`src/rtl/branch_predictor.sv`:
```
// Dynamic 2-bit branch predictor with a direct-mapped branch target buffer.
// Fetch lookup is combinational; resolved branches train the table and report mispredicts.
module branch_predictor #(
   parameter int ENTRIES = 16,
   parameter int IDX_W   = $clog2(ENTRIES),
   parameter int STAT_W  = 16
) (
   input  logic              CLK,
   input  logic              nRST,
   input  logic [31:0]       if_pc,
   output logic              pred_taken,
   output logic [31:0]       pred_target,
   input  logic              ex_branch,
   input  logic [31:0]       ex_pc,
   input  logic              ex_taken,
   input  logic [31:0]       ex_target,
   input  logic              ex_pred_taken,
   input  logic [31:0]       ex_pred_target,
   input  logic              ex_stall,
   output logic              npc_change,
   output logic [31:0]       npc_correct,
   output logic [STAT_W-1:0] branch_count,
   output logic [STAT_W-1:0] mispred_count
);

   localparam int TAG_W = 32 - IDX_W - 2;

   logic             valid  [ENTRIES];
   logic [TAG_W-1:0] tag    [ENTRIES];
   logic [29:0]      target [ENTRIES];
   logic [1:0]       ctr    [ENTRIES];

   logic [IDX_W-1:0] if_idx;
   logic [IDX_W-1:0] ex_idx;
   logic             if_hit;
   logic             ex_hit;
   logic             commit;
   logic             mispred;

   assign if_idx = if_pc[IDX_W+1:2];
   assign ex_idx = ex_pc[IDX_W+1:2];
   assign if_hit = valid[if_idx] && (tag[if_idx] == if_pc[31:IDX_W+2]);
   assign ex_hit = valid[ex_idx] && (tag[ex_idx] == ex_pc[31:IDX_W+2]);

   assign pred_taken  = if_hit && ctr[if_idx][1];
   assign pred_target = pred_taken ? {target[if_idx], 2'b00} : if_pc + 32'd4;

   // A stalled branch is neither trained nor reported until it leaves the stall.
   assign commit      = ex_branch && !ex_stall;
   assign mispred     = (ex_taken != ex_pred_taken) ||
                        (ex_taken && ex_pred_taken && (ex_target != ex_pred_target));
   assign npc_change  = commit && mispred;
   assign npc_correct = ex_taken ? ex_target : ex_pc + 32'd4;

   always_ff @(posedge CLK or negedge nRST) begin
      if (!nRST) begin
         for (int i = 0; i < ENTRIES; i++) begin
            valid[i]  <= 1'b0;
            tag[i]    <= '0;
            target[i] <= '0;
            ctr[i]    <= 2'b01;
         end
      end else if (commit) begin
         if (ex_hit) begin
            if (ex_taken) begin
               if (ctr[ex_idx] != 2'b11) ctr[ex_idx] <= ctr[ex_idx] + 2'd1;
               target[ex_idx] <= ex_target[31:2];
            end else if (ctr[ex_idx] != 2'b00) begin
               ctr[ex_idx] <= ctr[ex_idx] - 2'd1;
            end
         end else if (ex_taken) begin
            // Not-taken misses never allocate, so only taken branches occupy entries.
            valid[ex_idx]  <= 1'b1;
            tag[ex_idx]    <= ex_pc[31:IDX_W+2];
            target[ex_idx] <= ex_target[31:2];
            ctr[ex_idx]    <= 2'b10;
         end
      end
   end

   always_ff @(posedge CLK or negedge nRST) begin
      if (!nRST) begin
         branch_count  <= '0;
         mispred_count <= '0;
      end else begin
         if (commit && (branch_count != '1)) branch_count <= branch_count + 1'b1;
         if (npc_change && (mispred_count != '1)) mispred_count <= mispred_count + 1'b1;
      end
   end

endmodule
```
`config.mk`:
```
export PLATFORM = sky130hd
export DESIGN_NAME = branch_predictor
export DESIGN_NICKNAME = d
export VERILOG_FILES = /design/src/rtl/branch_predictor.sv
export SDC_FILE = /design/constraint.sdc
export NUM_CORES = 2
export LEC_CHECK = 0
export CAP_MARGIN = 10
export CORE_ASPECT_RATIO = 1.2
export CORE_MARGIN = 2
export CORE_UTILIZATION = 45
export CTS_CLUSTER_DIAMETER = 50
export DETAILED_ROUTE_END_ITERATION = 6
export SYNTH_ARGS = -nofsm -noshare
export SYNTH_HDL_FRONTEND = slang
export SYNTH_SLANG_ARGS = --single-unit
```
`constraint.sdc`:
```
create_clock -name CLK -period 15 [get_ports CLK]
set_input_delay 4.5 -clock CLK [delete_from_list [all_inputs] [get_ports CLK]]
set_output_delay 4.5 -clock CLK [all_outputs]
set_load 0.05 [all_outputs]
```
==> impl_metrics.env <==
export IMPL_final_nets=3666
export IMPL_dr_pass1_iters=5
export IMPL_detail_route_wirelength_um=162000
export IMPL_syn_area_um2=50900
export IMPL_wire_per_inst_um=31.7
export IMPL_cp_max_fo=49
export IMPL_p_int_uw=5370
export IMPL_timing_setup_tns_ps=0
export IMPL_dp_hpwl_um=101000
export IMPL_final_period_utilization_pct=93.1
export IMPL_busiest_layer="met2"
export IMPL_crit_arrival_ps=9470
export IMPL_ctsRootBufferMaster="clkbuf_16"
export IMPL_period_needed_ps=13970
export IMPL_die_area_um2=116000
export IMPL_setup_viol_count_final=0
export IMPL_cap_violations=0
export IMPL_p_seq_share_pct=43.8
export IMPL_cts_buffers=110
export IMPL_critPathKind="in2out"
export IMPL_drc=0
export IMPL_post_cts_resized=0
export IMPL_r2r_slack_ps=10110
export IMPL_synth_seq_area_share_pct=48.0
export IMPL_synth_seq_cells=976
export IMPL_worst_pin_slew_ps=1240
export IMPL_grtUsageMet1_pct=36.3
export IMPL_finalPower_uw=7360
export IMPL_cts_tree="built"
export IMPL_required_ps=10500
export IMPL_die_y_um=373
export IMPL_die_w_um=311
export IMPL_drt_initial_drc_count=2914
export IMPL_final_hold_viol_count=0
export IMPL_cts_sinks=976
export IMPL_grt_antenna_before_repair=10
export IMPL_fp_coreArea_um2=112000
export IMPL_overflow=0
export IMPL_slew_violations=0
export IMPL_clk_transition_reported_paths_ps=60
export IMPL_grtUsageMet2_pct=46.6
export IMPL_grtUsageTotal_pct=28.2
export IMPL_synthFlopType="dfrtp_1"
export IMPL_vias=32062
export IMPL_pwr_share_comb_pct=17.6
export IMPL_total_leakage_power_uw=0.0254
export IMPL_fin_skew_ps=14.0
export IMPL_synth_edff_count=0
export IMPL_syn_instance_count=3432
export IMPL_synth_net_count=3576
export IMPL_start_util_pct=45.3
export IMPL_cts_buffer_depth=3
export IMPL_cp_end_kind="primary output"
export IMPL_ys_types=70
export IMPL_areaGrowthSynthToFinish_pct=13.9
export IMPL_hold_buffers=0
export IMPL_met3_usage_pct=4.83
export IMPL_rsz0062_at_grt="false"
export IMPL_relSlewSlack_pct=17.1
export IMPL_rows=135
export IMPL_postCtsSetupRepairBufs=0
export IMPL_ir_drop_mv=0.0943
export IMPL_status="completed"
export IMPL_power_share_switching_pct=27.1
export IMPL_clock_fmax_mhz=71.6
export IMPL_startpoint_type="primary input"
export IMPL_clkLatencyLatePin_ps=710
export IMPL_ant_nets=0
export IMPL_netSwitchingPower_uw=1990
export IMPL_hp_class="reg2reg"
export IMPL_ys_warn_count=0
export IMPL_gp_congestion=0.934
export IMPL_drive_gt1_share_pct=45.8
export IMPL_grt_pass1_vias=34405
export IMPL_power_density_nw_per_um2=127
export IMPL_grt_first_pass_wirelength_um=239000
export IMPL_ys_async_sr_fraction_pct=100
export IMPL_postSynthAreaPerCell_um2=14.8
export IMPL_ioPinCount=232
export IMPL_htree_num_levels=3
export IMPL_p_clk_share_pct=38.6
export IMPL_portBuffers=231
export IMPL_vias_per_cell=6.26
export IMPL_grt_start_max_net_pins=204
placed cells by master (no fill, tap or decap), drive strengths merged, types with 3 or more instances in the layout:
| cell type | n |
|---|---|
| a2bb2oi | 3 |
| xor2 | 43 |
| nor3 | 16 |
| clkinvlp | 6 |
| a221oi | 3 |
| nand2 | 132 |
| a31oi | 6 |
| clkinv | 21 |
| xnor2 | 123 |
| mux4 | 401 |
| o211ai | 5 |
| a211oi | 3 |
| clkdlybuf4s50 | 222 |
| or3 | 4 |
| a32oi | 15 |
| mux2 | 942 |
| a22oi | 5 |
| bufinv | 14 |
| buf | 85 |
| and2 | 12 |
| and3 | 15 |
| dfstp | 16 |
| ha | 10 |
| nor2 | 86 |
| o21ai | 45 |
| clkbuf | 149 |
| inv | 42 |
| nand2b | 20 |
| dfrtp | 960 |
| nor4 | 7 |
| nand4 | 31 |
| nor2b | 5 |
| diode | 4 |
| nand3 | 42 |
| a21oi | 32 |
| and4 | 8 |
| a32o | 4 |
| a22o | 3 |
| mux2i | 40 |
final timing paths:
check,start,end,cells after the start
setup / recovery,if_pc[2],pred_target[13],11
hold / removal,branch_count[12],branch_count[12],1
setup reg to reg,tag[9],tag[133],11
hold reg to reg,branch_count[12],branch_count[12],1
max in group asynchronous,nRST,target[27],3
min in group asynchronous,nRST,tag[118],1
metal layers:
metal | part of all wire [%] | vias up | routed length [um]
li1 | - | 13045 | -
met2 | 49 | 1220 | 79200
met3 | 6.7 | 357 | 10800
met4 | 5.1 | 2 | 8350
met1 | 39 | 17438 | 64000
met5 | 0.0074 | - | 12
power groups by stage:
stage	Combinational, uW	Sequential (uW)	Clock, uW
after CTS	1310	3220	2890
after floorplan	858	3220	0
final	1300	3230	2840
after detailed placement	1300	3260	0
after global placement	1260	3230	0
after global routing	1380	3260	3000
cell usage after synthesis, types with 15 or more instances:
| cell type | number | area share (%) |
|---|---|---|
| nand3_1 | 42 | 0.41 |
| inv_1 | 30 | 0.22 |
| a32oi_1 | 15 | 0.26 |
| mux2i_1 | 40 | 0.79 |
| nand4_1 | 31 | 0.38 |
| mux4_2 | 401 | 18 |
| buf_2 | 20 | 0.20 |
| mux2_2 | 931 | 21 |
| buf_1 | 34 | 0.25 |
| xor2_1 | 43 | 0.74 |
| o21ai_0 | 45 | 0.44 |
| buf_12 | 21 | 0.83 |
| buf_4 | 22 | 0.32 |
| dfrtp_1 | 960 | 47 |
| dfstp_2 | 16 | 0.83 |
| clkbuf_1 | 224 | 1.7 |
| nor2_1 | 85 | 0.63 |
| nand2_1 | 116 | 0.85 |
| nor3_1 | 16 | 0.16 |
| xnor2_1 | 123 | 2.1 |
| nand2b_1 | 20 | 0.25 |
| a21oi_1 | 32 | 0.31 |
| and3_1 | 15 | 0.18 |
kinds of logic (layout without fill, tap and decap cells):
logic type      Yosys count  after routing  synth area share [%]
flops                   976            976                  48.0
fa+ha+maj                10             10                 0.246
compound gates          149            149                  1.93
buf+inv                 361            539                  3.67
other cells               0              4                     0
xor+xnor                166            166                  2.85
simple gates            387            387                  3.97
mux                    1383           1383                  39.3
per-stage QoR:
step / utilization, % / instances / setup slack (ps) / instance area [um2] / hold slack [ps]
after global placement: 48.1 / 4916 / 1060 / 54100 / 479
after CTS: 51.5 / 5116 / 1020 / 58000 / 492
after global routing: 51.5 / 5117 / 862 / 58000 / 497
after floorplan: - / 3432 / 2170 / 50900 / 451
final: 51.6 / 5121 / 1030 / 58000 / 492
after detailed placement: 48.1 / 4916 / 1030 / 54100 / 477
state kept, by name, summed over array words and instances, names as in the netlist:
register       cells
branch_count      16
mispred_count     16
valid             16
ctr               32
target           480
tag              416
critical path, stage by stage:
cell and delay, ps:
buf_8 440, buf_4 480, mux4_2 550, mux4_2 490
xnor2_1 550, nand4_1 200, nor3_1 350, nand3_4 270
buf_4 440, mux2_2 320, clkdlybuf4s50_1 810
final cells by class:
type	count	area [um2]
Clock inverter	51	687
Timing Repair Buffer	307	2980
Multi-Input combinational cell	2095	24700
Antenna cell	4	10.0
Fill cell	9391	54500
Tap cell	1507	1890
Inverter	32	120
Clock buffer	149	3130
Sequential cell	976	24400
(Power assumes the default switching activity.)
